[config.mk]
export PLATFORM = sky130hd
export DESIGN_NAME = gated_rx_master_cntrl
export DESIGN_NICKNAME = d
export VERILOG_FILES = /design/src/rtl/gated_rx_master_cntrl.sv
export SDC_FILE = /design/constraint.sdc
export NUM_CORES = 1
export LEC_CHECK = 0
export ABC_AREA = 1
export BUFFER_PORTS_ARGS = -buffer_cell sky130_fd_sc_hd__buf_2
export CAP_MARGIN = 5
export CORE_ASPECT_RATIO = 1.75
export CORE_UTILIZATION = 58
export CTS_BUF_LIST = sky130_fd_sc_hd__clkbuf_8
export DETAILED_ROUTE_END_ITERATION = 10
export PLACE_DENSITY = 0.93
export RECOVER_POWER = 100
export SLEW_MARGIN = 20
export SYNTH_ARGS = -nofsm -noshare
export SYNTH_HDL_FRONTEND = slang
export SYNTH_SLANG_ARGS = --single-unit
[constraint.sdc]
create_clock -name master_clk -period 3.5 [get_ports master_clk]
set_clock_uncertainty 0.05 [all_clocks]
set_input_delay 0.35 -clock master_clk [delete_from_list [all_inputs] [get_ports master_clk]]
set_output_delay 0.35 -clock master_clk [all_outputs]
set_load 0.01 [all_outputs]
[src/rtl/gated_rx_master_cntrl.sv]
// Rx master control: setting-bus register decode, gated decimation strobe and per-gate sample limit.
// Optional build macro GATE_ALIGN_EN: a gate rise reloads the divider so each window starts in a fixed phase.
module gated_rx_master_cntrl #(
  parameter int unsigned NUM_CH    = 4,
  parameter int unsigned DECIM_W   = 16,
  parameter int unsigned CNT_W     = 24,
  parameter logic [6:0]  BASE_ADDR = 7'd96
) (
  input  logic               master_clk,
  input  logic               reset_n,
  input  logic [6:0]         serial_addr,
  input  logic [31:0]        serial_data,
  input  logic               serial_strobe,
  input  logic               gate_enable,
  output logic               enable_rx,
  output logic               rx_dsp_reset,
  output logic [NUM_CH-1:0]  ch_enable,
  output logic [DECIM_W-1:0] decim_rate,
  output logic               strobe_decim,
  output logic               window_done,
  output logic [CNT_W-1:0]   sample_count,
  output logic [15:0]        debug_bus
);

  // state   | meaning
  // IDLE    | rx disabled or dsp reset held; divider and count cleared
  // ARMED   | waiting for a gate rise
  // ACTIVE  | strobes pass through and are counted
  // DONE    | sample limit reached; waiting for gate low
  typedef enum logic [1:0] {
    ST_IDLE   = 2'd0,
    ST_ARMED  = 2'd1,
    ST_ACTIVE = 2'd2,
    ST_DONE   = 2'd3
  } state_t;

  localparam logic [6:0]         ADDR_CTRL  = BASE_ADDR;
  localparam logic [6:0]         ADDR_DECIM = BASE_ADDR + 7'd1;
  localparam logic [6:0]         ADDR_LIMIT = BASE_ADDR + 7'd2;
  localparam logic [DECIM_W-1:0] DEC_ONE    = DECIM_W'(1);
  localparam logic [CNT_W-1:0]   CNT_ONE    = CNT_W'(1);

  logic               r_rst_meta, r_rst_sync_n;
  logic               r_enable_rx, r_dsp_rst_req, r_dsp_rst_d1, r_dsp_rst_d2;
  logic [NUM_CH-1:0]  r_ch_enable;
  logic [DECIM_W-1:0] r_decim, r_decim_cnt;
  logic [CNT_W-1:0]   r_limit, r_sample_count;
  logic               r_gate_meta, r_gate_sync, r_gate_prev;
  state_t             r_state;

  logic               w_rst_n, w_clear, w_gate_rise, w_raw_strobe, w_strobe, w_limit_hit;
  logic [15:0]        w_cnt16;
  logic               w_unused_bits;

  // Reset asserts immediately but releases only on a clock edge.
  always_ff @(posedge master_clk or negedge reset_n) begin
    if (!reset_n) begin
      r_rst_meta   <= 1'b0;
      r_rst_sync_n <= 1'b0;
    end else begin
      r_rst_meta   <= 1'b1;
      r_rst_sync_n <= r_rst_meta;
    end
  end
  assign w_rst_n = r_rst_sync_n;

  always_ff @(posedge master_clk or negedge w_rst_n) begin
    if (!w_rst_n) begin
      r_enable_rx   <= 1'b0;
      r_dsp_rst_req <= 1'b0;
      r_ch_enable   <= '0;
      r_decim       <= '0;
      r_limit       <= '0;
    end else if (serial_strobe) begin
      if (serial_addr == ADDR_CTRL) begin
        r_enable_rx   <= serial_data[1];
        r_dsp_rst_req <= serial_data[3];
        r_ch_enable   <= serial_data[8 +: NUM_CH];
      end
      if (serial_addr == ADDR_DECIM) r_decim <= serial_data[DECIM_W-1:0];
      if (serial_addr == ADDR_LIMIT) r_limit <= serial_data[CNT_W-1:0];
    end
  end

  always_ff @(posedge master_clk or negedge w_rst_n) begin
    if (!w_rst_n) begin
      r_gate_meta  <= 1'b0;
      r_gate_sync  <= 1'b0;
      r_gate_prev  <= 1'b0;
      r_dsp_rst_d1 <= 1'b0;
      r_dsp_rst_d2 <= 1'b0;
    end else begin
      r_gate_meta  <= gate_enable;
      r_gate_sync  <= r_gate_meta;
      r_gate_prev  <= r_gate_sync;
      r_dsp_rst_d1 <= r_dsp_rst_req;
      r_dsp_rst_d2 <= r_dsp_rst_d1;
    end
  end

  assign w_clear      = ~r_enable_rx | r_dsp_rst_d2;
  assign w_gate_rise  = r_gate_sync & ~r_gate_prev;
  assign w_raw_strobe = ~w_clear & (r_decim_cnt == '0);
  assign w_strobe     = (r_state == ST_ACTIVE) & w_raw_strobe;
  assign w_limit_hit  = w_strobe & (r_limit != '0) & ((r_sample_count + CNT_ONE) == r_limit);

  // A rate change is picked up only at the next reload.
  always_ff @(posedge master_clk or negedge w_rst_n) begin
    if (!w_rst_n)          r_decim_cnt <= '0;
    else if (w_clear)      r_decim_cnt <= '0;
`ifdef GATE_ALIGN_EN
    else if (w_gate_rise)  r_decim_cnt <= r_decim;
`endif
    else if (w_raw_strobe) r_decim_cnt <= r_decim;
    else                   r_decim_cnt <= r_decim_cnt - DEC_ONE;
  end

  always_ff @(posedge master_clk or negedge w_rst_n) begin
    if (!w_rst_n) begin
      r_state        <= ST_IDLE;
      r_sample_count <= '0;
    end else if (w_clear) begin
      r_state        <= ST_IDLE;
      r_sample_count <= '0;
    end else begin
      case (r_state)
        ST_IDLE: r_state <= ST_ARMED;
        ST_ARMED: begin
          if (w_gate_rise) begin
            r_state        <= ST_ACTIVE;
            r_sample_count <= '0;
          end
        end
        ST_ACTIVE: begin
          if (w_strobe && (r_sample_count != '1)) r_sample_count <= r_sample_count + CNT_ONE;
          // Gate loss wins over the limit so a coincident last strobe still re-arms.
          if (!r_gate_sync)     r_state <= ST_ARMED;
          else if (w_limit_hit) r_state <= ST_DONE;
        end
        ST_DONE: if (!r_gate_sync) r_state <= ST_ARMED;
        default: r_state <= ST_IDLE;
      endcase
    end
  end

  assign w_cnt16       = 16'(r_decim_cnt);
  assign w_unused_bits = ^{serial_data, w_cnt16[15:8]};

  assign enable_rx    = r_enable_rx;
  assign rx_dsp_reset = r_dsp_rst_d2;
  assign ch_enable    = r_ch_enable;
  assign decim_rate   = r_decim;
  assign strobe_decim = w_strobe;
  assign window_done  = w_limit_hit;
  assign sample_count = r_sample_count;
  assign debug_bus    = {r_state, r_gate_sync, w_gate_rise, w_raw_strobe, 3'b000, w_cnt16[7:0]};

endmodule

==> out/metrics.csv <==
metric;value;unit
crit_type;reg -> reg;
cts_root_buffer;clkbuf_8;
crit_fanout;22;
avgSynthCellArea;7.63;um2
antenna_found_initial;0;
arrival;3.22;ns
rrSetupSlack;0.46;ns
ios;107;
finalPower;2410;uW
cts_sinks;95;
cts_buffers;9;
synth_area;0.00570;mm2
max-clock-path-buffers;2;
max_slew.worst_pin.slew;2.03;ns
std_cell_rows;47;
drive_above_1_share;12.1;%
ys_seq_area_share;41.7;%
via_per_inst;5.55;
relSlewSlack;-35.4;%
start_util;59.9;%
finalSetupTns;0;ns
hold_class;in -> reg;
wl_per_cell;15.2;um
p_leak;0.00299;uW
crit_required;3.69;ns
finalSetupViolCount;0;
synth-seq-cells;95;
port_buffers;95;
drt_iter0_drc;431;
period_share;86.8;%
die_w;77.0;um
grt_pass1_vias;5065;
fillers;847;
yosysUniqueCellTypes;38;
dieArea;0.0103;mm2
grt_overflow;0;
netlist_instances;748;
final_hold_viol_count;0;
start_kind;register;
routed_wl;14.6;mm
clk_pin_slew;0.10;ns
cts_htree_levels;3;
yosysWarnings;0;
cts_tree;built;
area_growth;9.52;%
critical_path.startpoint;sample_count[0]$_DFFE_PN0P_;
diodes;0;
crit_path_end_kind;register;
dp_hpwl;11.3;mm
p_per_area;386;mW/mm2
place_congestion;0.957;
max_freq;0.329;GHz
finalMaxSlewViolations;52;
ir_worst_vdd;251;uV
crit-reg2reg-launch;sample_count[0]$_DFFE_PN0P_;
grt_usage;29.8;%
layout.nets;882;
dr_total_vias;5319;
cts-resized-gates;0;
outcome;finished with violations;
ant_nets;0;
fin_crit;3.04;ns
rsz0062_at_grt;no;
grt_max_degree;52;
clk_latency;0.39;ns
violations;max-capacitance violations, max-slew violations;
core_area;0.00953;mm2
grt_pass1_wl;23.5;mm
die_h;133;um
drt_first_pass_iters;7;
hp-start;gate_enable;
drcViolationCount;0;
drv_cap;1;
synth_stat cells:
cell | count | area share [%]
nand2_2 | 12 | 1.3
a21oi_1 | 18 | 1.6
o31ai_1 | 1 | 0.13
o21ai_0 | 60 | 5.3
buf_4 | 16 | 2.1
buf_6 | 2 | 0.39
nand3b_1 | 8 | 1.1
o22ai_2 | 20 | 4.4
inv_1 | 97 | 6.4
nor3_1 | 6 | 0.53
or2_2 | 1 | 0.11
xor2_1 | 6 | 0.92
dfrtp_1 | 95 | 42
a21oi_4 | 1 | 0.29
conb_1 | 2 | 0.13
nand2_4 | 2 | 0.39
o21ai_1 | 3 | 0.26
nand3_1 | 54 | 4.7
nor2_1 | 78 | 5.1
a31oi_1 | 5 | 0.55
o21bai_1 | 1 | 0.13
xnor3_1 | 2 | 0.79
o21ai_2 | 1 | 0.15
and3_1 | 1 | 0.11
nor4_2 | 1 | 0.22
clkinv_1 | 1 | 0.066
nand2_1 | 190 | 13
nand3_2 | 3 | 0.53
nor4_1 | 4 | 0.44
inv_2 | 2 | 0.13
nor2_2 | 5 | 0.55
mux2_2 | 3 | 0.59
ha_1 | 7 | 1.5
nor3b_1 | 2 | 0.26
xnor2_1 | 7 | 1.1
clkbuf_1 | 12 | 0.79
nand4_1 | 11 | 1.2
nor2_4 | 8 | 1.6
kinds of logic (layout without fill, tap and decap cells):
family	after synthesis	count (layout)	synth area share (%)
xor gates and xnor gates	15	15	2.79
AOI/OAI and AO/OA	110	110	12.7
DFF	95	95	41.7
and+or+nand+nor	386	386	30.7
muxes	3	3	0.592
buffers and inverters	130	217	9.87
adders and majority gates	7	7	1.54
other	2	4	0.132
through the flow:
step	setup slack, ns	std cells	hold slack (ns)	util, %	area, um2
after floorplan	0.608	750	0.00441	-	5710
after global placement	0.922	942	0.0865	65.0	6190
after detailed placement	0.818	942	0.0901	65.0	6190
after CTS	0.529	959	0.00835	67.1	6390
after global routing	0.225	959	0.0122	65.6	6250
final	0.464	959	0.0155	65.6	6250
sequential cells by signal, summed over array words and instances (netlist names):
register,cells
r_limit,24
sample_count,24
decim_rate,16
r_decim_cnt,16
ch_enable,4
r_state,2
enable_rx,1
r_dsp_rst_d1,1
r_dsp_rst_req,1
r_gate_meta,1
r_gate_prev,1
r_gate_sync,1
r_rst_meta,1
r_rst_sync_n,1
rx_dsp_reset,1
worst paths after layout:
check / endpoint / depth (start not counted)
setup / recovery: sample_count[15]$_DFFE_PN0P_ / 12
hold / removal: r_gate_meta$_DFF_PN0_ / 1
setup reg to reg: sample_count[15]$_DFFE_PN0P_ / 12
hold reg to reg: r_gate_sync$_DFF_PN0_ / 0
max in group asynchronous: sample_count[1]$_DFFE_PN0P_ / 1
min in group asynchronous: r_rst_meta$_DFF_PN0_ / 2
report_power, final:
part           switching (uW)  leakage [uW]  internal [uW]
logic                     289       0.00163            175
clock network             436     0.0000859            271
registers                79.1       0.00127           1160
total                     804       0.00299           1610
placed cells by master, fill, tap and decap left out, types with 4 or more instances in the layout:
| master | count |
|---|---|
| nand2_1 | 192 |
| inv_1 | 98 |
| dfrtp_1 | 95 |
| nor2_1 | 78 |
| clkbuf_1 | 64 |
| o21ai_0 | 61 |
| nand3_1 | 54 |
| buf_2 | 34 |
| a21oi_1 | 18 |
| o22ai_2 | 14 |
| nand4_1 | 11 |
| nand2_2 | 10 |
| clkbuf_8 | 9 |
| nor2_4 | 8 |
| nand3b_1 | 8 |
| xnor2_1 | 7 |
| ha_1 | 7 |
| nor3_1 | 6 |
| xor2_1 | 6 |
| o22ai_1 | 6 |
| a31oi_1 | 5 |
| nor2_2 | 5 |
| nor4_1 | 4 |
| conb_1 | 4 |
final cells by class:
type                    instances  area (um2)  share of cell area [%]
clock buffers                   9         124                    1.98
clock inverters                 7        62.6                    1.00
inverters                     100         375                    6.01
multi-input cells             525        2730                    43.6
flip-flops and latches         95        2380                    38.1
well taps                     122         153                    2.44
repair buffers                101         430                    6.89
layer usage:
| metal | vias up | routed length (um) | GRT usage (%) |
|---|---|---|---|
| met5 | - | 0 | 0 |
| met4 | 0 | 968 | 23.9 |
| met3 | 71 | 698 | 4.59 |
| met2 | 224 | 7630 | 53.5 |
| met1 | 2478 | 5310 | 30.1 |
| li1 | 2546 | - | - |
critical path, cell delays in order (launching register included):
cell,delay (ns)
dfrtp_1,0.47
ha_1,0.23
nand2_1,0.13
nor2_4,0.24
nand2_4,0.10
nor2_4,0.14
nand2_2,0.10
nor4_2,0.19
o21ai_0,0.24
a21oi_4,0.23
inv_1,0.47
nand3_1,0.20
o21ai_1,0.09
what timing repair did:
action                                 4_1_cts  5_1_grt
endpoints found under the hold margin        2        0
buffers inserted                             0        0
hold buffers                                 1        0
Power figures use the tool's default switching activity.
